## src/rtl/fetch_unit.sv

```systemverilog
// Instruction fetch stage: owns the PC, fetches 16-bit words from a synchronous RAM into
// an instruction register, and shares the RAM address port with datapath load/store traffic.
module fetch_unit #(
   parameter int ADDR_W = 8,
   parameter int DATA_W = 16,
   parameter int CNT_W  = 16
) (
   input  logic              clk,
   input  logic              rst,
   input  logic              start,
   input  logic [ADDR_W-1:0] start_pc,
   input  logic              redirect,
   input  logic [ADDR_W-1:0] redirect_pc,
   output logic [DATA_W-1:0] ir_out,
   output logic [ADDR_W-1:0] ir_pc,
   output logic              ir_valid,
   input  logic              ir_ready,
   output logic [ADDR_W-1:0] pc_out,
   input  logic              data_req,
   input  logic [ADDR_W-1:0] data_addr,
   output logic              data_grant,
   output logic [ADDR_W-1:0] mem_addr,
   input  logic [DATA_W-1:0] mem_rdata,
   output logic              halted,
   output logic [CNT_W-1:0]  instr_count
);

   typedef enum logic [2:0] {
      IDLE,
      ISSUE,
      WAIT,
      HOLD,
      HALTED
   } state_t;

   state_t            r_state;
   state_t            w_nextState;
   logic [ADDR_W-1:0] r_pc;
   logic [ADDR_W-1:0] r_irPc;
   logic [DATA_W-1:0] r_irOut;
   logic              r_irValid;
   logic              r_halted;
   logic [CNT_W-1:0]  r_instrCount;
   logic              w_redirectOk;
   logic              w_accept;
   logic              w_isHalt;
   logic              w_fetchCycle;

   assign w_redirectOk = redirect &&
                         ((r_state == ISSUE) || (r_state == WAIT) || (r_state == HOLD));
   assign w_accept     = (r_state == HOLD) && r_irValid && ir_ready;
   assign w_isHalt     = (r_irOut[DATA_W-1 -: 3] == 3'b111);

   // State register
   always_ff @(posedge clk or posedge rst) begin
      if (rst) begin
         r_state <= IDLE;
      end else begin
         r_state <= w_nextState;
      end
   end

   // Next-state logic; a redirect always restarts at ISSUE, even when it meets an accept
   always_comb begin
      w_nextState = r_state;
      case (r_state)
         IDLE, HALTED: begin
            if (start) w_nextState = ISSUE;
         end
         ISSUE: begin
            if (w_redirectOk)   w_nextState = ISSUE;
            else if (!data_req) w_nextState = WAIT;
         end
         WAIT: begin
            if (w_redirectOk) w_nextState = ISSUE;
            else              w_nextState = HOLD;
         end
         HOLD: begin
            if (w_redirectOk)  w_nextState = ISSUE;
            else if (w_accept) w_nextState = w_isHalt ? HALTED : ISSUE;
         end
         default: w_nextState = IDLE;
      endcase
   end

   // RAM port arbitration: fetch owns the port only in WAIT and an uncontested ISSUE cycle
   always_comb begin
      w_fetchCycle = (r_state == WAIT) || ((r_state == ISSUE) && !data_req);
      mem_addr     = w_fetchCycle ? r_pc : data_addr;
      data_grant   = data_req && !w_fetchCycle;
   end

   // PC, instruction register and counters
   always_ff @(posedge clk or posedge rst) begin
      if (rst) begin
         r_pc         <= '0;
         r_irOut      <= '0;
         r_irPc       <= '0;
         r_irValid    <= 1'b0;
         r_halted     <= 1'b0;
         r_instrCount <= '0;
      end else begin
         case (r_state)
            IDLE, HALTED: begin
               if (start) begin
                  r_pc     <= start_pc;
                  r_halted <= 1'b0;
               end
            end
            WAIT: begin
               if (!redirect) begin
                  r_irOut   <= mem_rdata;
                  r_irPc    <= r_pc;
                  r_pc      <= r_pc + {{(ADDR_W-1){1'b0}}, 1'b1};
                  r_irValid <= 1'b1;
               end
            end
            HOLD: begin
               if (w_accept) begin
                  r_irValid <= 1'b0;
                  if (r_instrCount != {CNT_W{1'b1}}) begin
                     r_instrCount <= r_instrCount + {{(CNT_W-1){1'b0}}, 1'b1};
                  end
                  if (!redirect && w_isHalt) r_halted <= 1'b1;
               end
            end
            default: ;
         endcase
         if (w_redirectOk) begin
            r_pc      <= redirect_pc;
            r_irValid <= 1'b0;
         end
      end
   end

   assign ir_out      = r_irOut;
   assign ir_pc       = r_irPc;
   assign ir_valid    = r_irValid;
   assign pc_out      = r_pc;
   assign halted      = r_halted;
   assign instr_count = r_instrCount;

endmodule

```

## config.mk

```make
export PLATFORM = sky130hd
export DESIGN_NAME = fetch_unit
export DESIGN_NICKNAME = d
export VERILOG_FILES = /design/src/rtl/fetch_unit.sv
export SDC_FILE = /design/constraint.sdc
export NUM_CORES = 1
export LEC_CHECK = 0
export ABC_CLOCK_PERIOD_IN_PS = 2100
export CORE_UTILIZATION = 44
export DETAILED_ROUTE_END_ITERATION = 6
export PLACE_DENSITY = 0.89
export SLEW_MARGIN = 0
export SYNTH_ARGS = -nofsm -noshare
export SYNTH_HDL_FRONTEND = slang
export SYNTH_SLANG_ARGS = --single-unit
```

## constraint.sdc

```tcl
create_clock -name clk -period 2.1 [get_ports clk]
set_clock_uncertainty 0.1 [all_clocks]
set_input_delay 0.21 -clock clk [delete_from_list [all_inputs] [get_ports clk]]
set_output_delay 0.21 -clock clk [all_outputs]
set_load 0.02 [all_outputs]
```

======== After elaboration in Yosys (flattened, before gate mapping) ========
Index checks and enable logic that the tools add are counted.
cells by class
  add/sub/neg operators ................... 2
  equal/unequal tests ..................... 13
  mux-type cells .......................... 21
  bitwise logic cells ..................... 1
  reductions and logical operators ........ 23
operator list
  cell                     number
  $mux W8                  4
  $mux W3                  6
  $add A16 B1 Y16 const B  1
  $ne A16 B16 Y1 const B   1
  $pmux W8 S2              1
  $ne A3 B3 Y1 const B     4
  $pmux W3 S4              1
  $reduce_and A3 Y1        4
  $add A8 B1 Y8 const B    1
  $eq A3 B2 Y1 const B     2
  $eq A3 B3 Y1 const B     2
  $logic_and A1 B1 Y1      6
  $mux W1                  6
  $reduce_bool A3 Y1       2
  $ne A2 B2 Y1 const B     2
  $pmux W1 S2              2
  $reduce_and A4 Y1        1
  $eq A3 B1 Y1 const B     1
  $logic_not A1 Y1         3
  $logic_not A3 Y1         1
  $logic_or A1 B1 Y1       3
  $mux W2                  1
  $ne A2 B1 Y1 const B     1
  $reduce_and A2 Y1        1
  other kinds (3)          3
word-level totals
  bits in registers ....................... 53
  logic and storage cells ................. 67

======== Longest topological paths before layout ========
  depth after elaboration ................. 6
  gate-level depth with buffers ........... 7
  gate-level depth less buffers ........... 5

======== Worst setup path after synthesis ========
Ideal clock, no wire load.
  kind .................................... register -> register
  start point ............................. register r_instrCount[0] (netlist: instr_count[0])
  end point ............................... register r_instrCount[1] (netlist: instr_count[1])
  library setup time ...................... 0.128 ns
  arrival time ............................ 1.627 ns
  slack ................................... 0.245 ns
  cell stages (with the launch flop) ...... 6
  cells stage by stage .................... dfrtp_1 -> ha_1 -> and2_1 -> nand3_1 -> o21ai_1 -> mux2_1
between the ends
  longest elaborated chain between the ends .. 2
  elaborated cells between the ends (all ways) .. 3
  classes of those cells .................. add/sub (1); eq/ne (1); reduce/logical (1)
RTL lines
  element                                                                  line  source
  start: declaration                                                       43    logic [CNT_W-1:0] r_instrCount;
  start signal: assignment                                                 122   r_instrCount <= r_instrCount + {{(CNT_W-1){1'b0}}, 1'b1};
  parallel branches: the longest is 2 deep, another holds $add A16 B1 Y16  -
Several ways; the timed one is not identified.
A chain may end at the register's enable or synchronous reset.

======== Worst setup path in the final report ========
  start point ............................. register r_state[1]
  end point ............................... output mem_addr[6]
between the ends
  longest elaborated chain between the ends .. 4
  elaborated cells between the ends (all ways) .. 5
  classes of those cells .................. eq/ne (2); mux (1); reduce/logical (2)
RTL lines
  element                   line  source
  start: declaration        36    state_t r_state;
  start signal: assignment  59    r_state <= w_nextState;
  $eq A3 B1 Y1              88    w_fetchCycle = (r_state == WAIT) || ((r_state == ISSUE) && !data_req);
  $logic_and A1 B1 Y1       88
  $logic_or A1 B1 Y1 *      88
  $mux W8 *                 89    mem_addr = w_fetchCycle ? r_pc : data_addr;
  end: declaration          22    output logic [ADDR_W-1:0] mem_addr,
Every way passes the cells marked *; elsewhere a longest branch is shown, timed or not.

==> summary.txt <==
Avg Cell Area, Syn - 9.76 µm²
Cell Chain, Critical Path - nor3b_4, a21oi_4, nor2_4, buf_12, mux2_2, buf_2
Final design utilization - 68.4%
Peak supply drop - 691 µV
I/O pins - 105
Run status - complete, no violations
Pwr Total - 4.59 mW
CP max stage cell - dfrtp_1
Distinct cells, synth - 53
Cells after synthesis - 277
Critical path fanouts, max - 8
First-pass GRT wire length - 11100 µm
Final setup fails - 0
Worst-Skew Late Latency - 0.30 ns
Most frequent cells in the layout - clkdlybuf4s50_1, nand2_1, dfrtp_1
Post-route cell area - 4050 µm²
Area leader, netlist - dfrtp_1
Worst slew pin tran - 0.561 ns
Vias - 2573
Share of cells above drive strength 1 - 13.4%
Crit. Startpoint - r_state[1]
Vias in the first global route - 2430
Leading cell type in the layout, fill and taps excluded - clkdlybuf4s50_1
CTS tree - yes
Num CTS Buffers - 5
RSZ-0062 raised after global routing - yes
Pwr Density - 1130 nW/µm²
Slew margin rel. - 62.5%
Drt first-iter violations - 134
Ys async rst share - 100%
H-tree depth - 2
Die height - 80.4 µm
Via density - 5.45
Area grow syn2layout - 49.9%
Average wire per standard cell - 14.7 µm
DP Area - 3960 µm²
Slowest cell delay on critical path - 0.42 ns
Core area - 5920 µm²
Fmax - 0.486 GHz
Final Max Slew Viols - 0
Pre-antenna DRT Iters - 4
Final hold violations - 0
Pin count of the biggest net entering global routing - 29
Sequential area share after synthesis - 49.1%
Post-synth EDFFs - 0
Final cycle utilization of the critical path - 98.1%
Ys Warns - 0
Leakage - 1.80 nW
Worst EP required - 1.79 ns
Worst setup SP type - flip-flop
Mapped Area - 2700 µm²
Congestion Overflow GR - 0
Total wire length - 6930 µm
Largest cells by area after synthesis - dfrtp_1, nand2_1, xnor2_1
DRC viols - 0
Hold Crit Class - in2async
Syn nets - 325
Total die area - 6460 µm²
Total of flip-flops plus latches after synthesis - 53
Root buf cell - clkbuf_8
Nets - 445
Starting Density - 45.6%
Crit end category - output port
Die Width - 80.4 µm
Clk buf depth - 2
Antenna-violating nets left - 0
Clk slew on worst S/H paths - 0.09 ns
Max cap viols - 0
GPL Wtd Cong - 0.853
Port Buffers - 104
Tot GR Track Use - 22.6%
Synth Flop Type - dfrtp_1
# clock sinks - 53
Top cell type's share of synthesized area - 49.1%
Start-to-end type of the worst setup path - reg2out
Min Tclk post-route - 2.06 ns
Initial antenna violation count - 0
# rows - 28
Dpl hpwl - 5250 µm
Ant diodes - 0
WP data arrival - 1.75 ns
Worst R2R Start - r_state[0]
[cell type report]
type	instances	area, µm²
fill	470	1870
timing repair buffer	125	1210
tap	75	93.8
clock inverter	1	7.51
inverter	10	37.5
sequential	53	1330
clock buffer	6	82.6
multi-input combinational	202	1290
[synth_stat cells, types with 2 or more instances]
master / count
a21oi_1: 6
buf_4: 2
o2111ai_1: 3
and3_1: 5
inv_1: 10
o21ai_0: 3
o21a_1: 3
nor3_1: 4
mux2_2: 3
buf_6: 2
nand2b_1: 2
nor4_2: 2
mux2_1: 7
o22ai_1: 3
clkbuf_1: 2
nand3_1: 9
xnor2_1: 16
nand2_1: 78
nand4_1: 2
o211ai_1: 5
nor4_1: 2
dfrtp_1: 53
o21ai_1: 8
ha_1: 2
mux2i_1: 2
a221oi_1: 4
buf_2: 6
and4_1: 2
nor2_1: 7
[registers in the layout, summed over array words and instances (netlist names)]
name / cells
halted: 1
instr_count: 16
ir_out: 16
ir_pc: 8
ir_valid: 1
pc_out: 8
r_state: 3
[timing repair]
item	CTS	global route
pin swaps	1	0
gates resized for setup	36	5
hold buffers	0	0
endpoints found under the setup margin	9	8
buffers inserted	1	0
[path summary, 6_finish.rpt]
| check | slack [ns] | endpoint | depth (start not counted) |
|---|---|---|---|
| worst max-delay path | 0.04 | mem_addr[6] | 6 |
| worst min-delay path | 0.18 | ir_out[8] | 2 |
| worst max register to register | 0.14 | pc_out[5] | 6 |
| worst min register to register | 0.38 | ir_pc[2] | 2 |
| max in group asynchronous | 1.18 | halted | 3 |
| min in group clk | 0.33 | ir_out[1] | 3 |
[layer usage]
metal	up-vias	track usage [%]	part of all wire [%]
met5	-	0	0
met4	0	8.93	2.0
met3	15	4.89	6.3
met2	113	38.1	50
met1	1243	28.0	42
li1	1202	-	-
[cell families (layout without fill, tap and decap cells)]
group	after synthesis	count (layout)	synth area share [%]
buf+inv	22	142	4.17
fa+ha+maj	2	2	0.926
xor+xnor	16	16	5.19
simple gates	124	124	23.3
mux	12	12	4.91
flops	53	53	49.1
compound gates	48	48	12.5
[power by group]
part | internal, mW | switching, mW
logic | 1.14 | 1.24
clock network | 0.261 | 0.320
registers | 1.34 | 0.293
total | 2.74 | 1.85
[worst max-delay path, delay by kind of cell, from the launching register on]
family | cells | cell delay (ns)
AND/OR/NAND/NOR | 2 | 0.34
multiplexers | 1 | 0.33
AO/OA/AOI/OAI | 1 | 0.06
flip-flops | 1 | 0.42
buffers and inverters | 2 | 0.30
[metrics by stage]
stage          hold slack [ns]  cells  worst slack (ns)  setup TNS, ns
3_3_place_gp             0.357    464            -0.305          -2.38
6_report                 0.176    472            0.0409              0
5_1_grt                  0.205    472           -0.0364         -0.215
4_1_cts                  0.188    472            0.0225              0
2_1_floorplan            0.215    277             0.245              0
3_5_place_dp             0.361    464            -0.349          -2.67
Power figures use the tool's default switching activity.
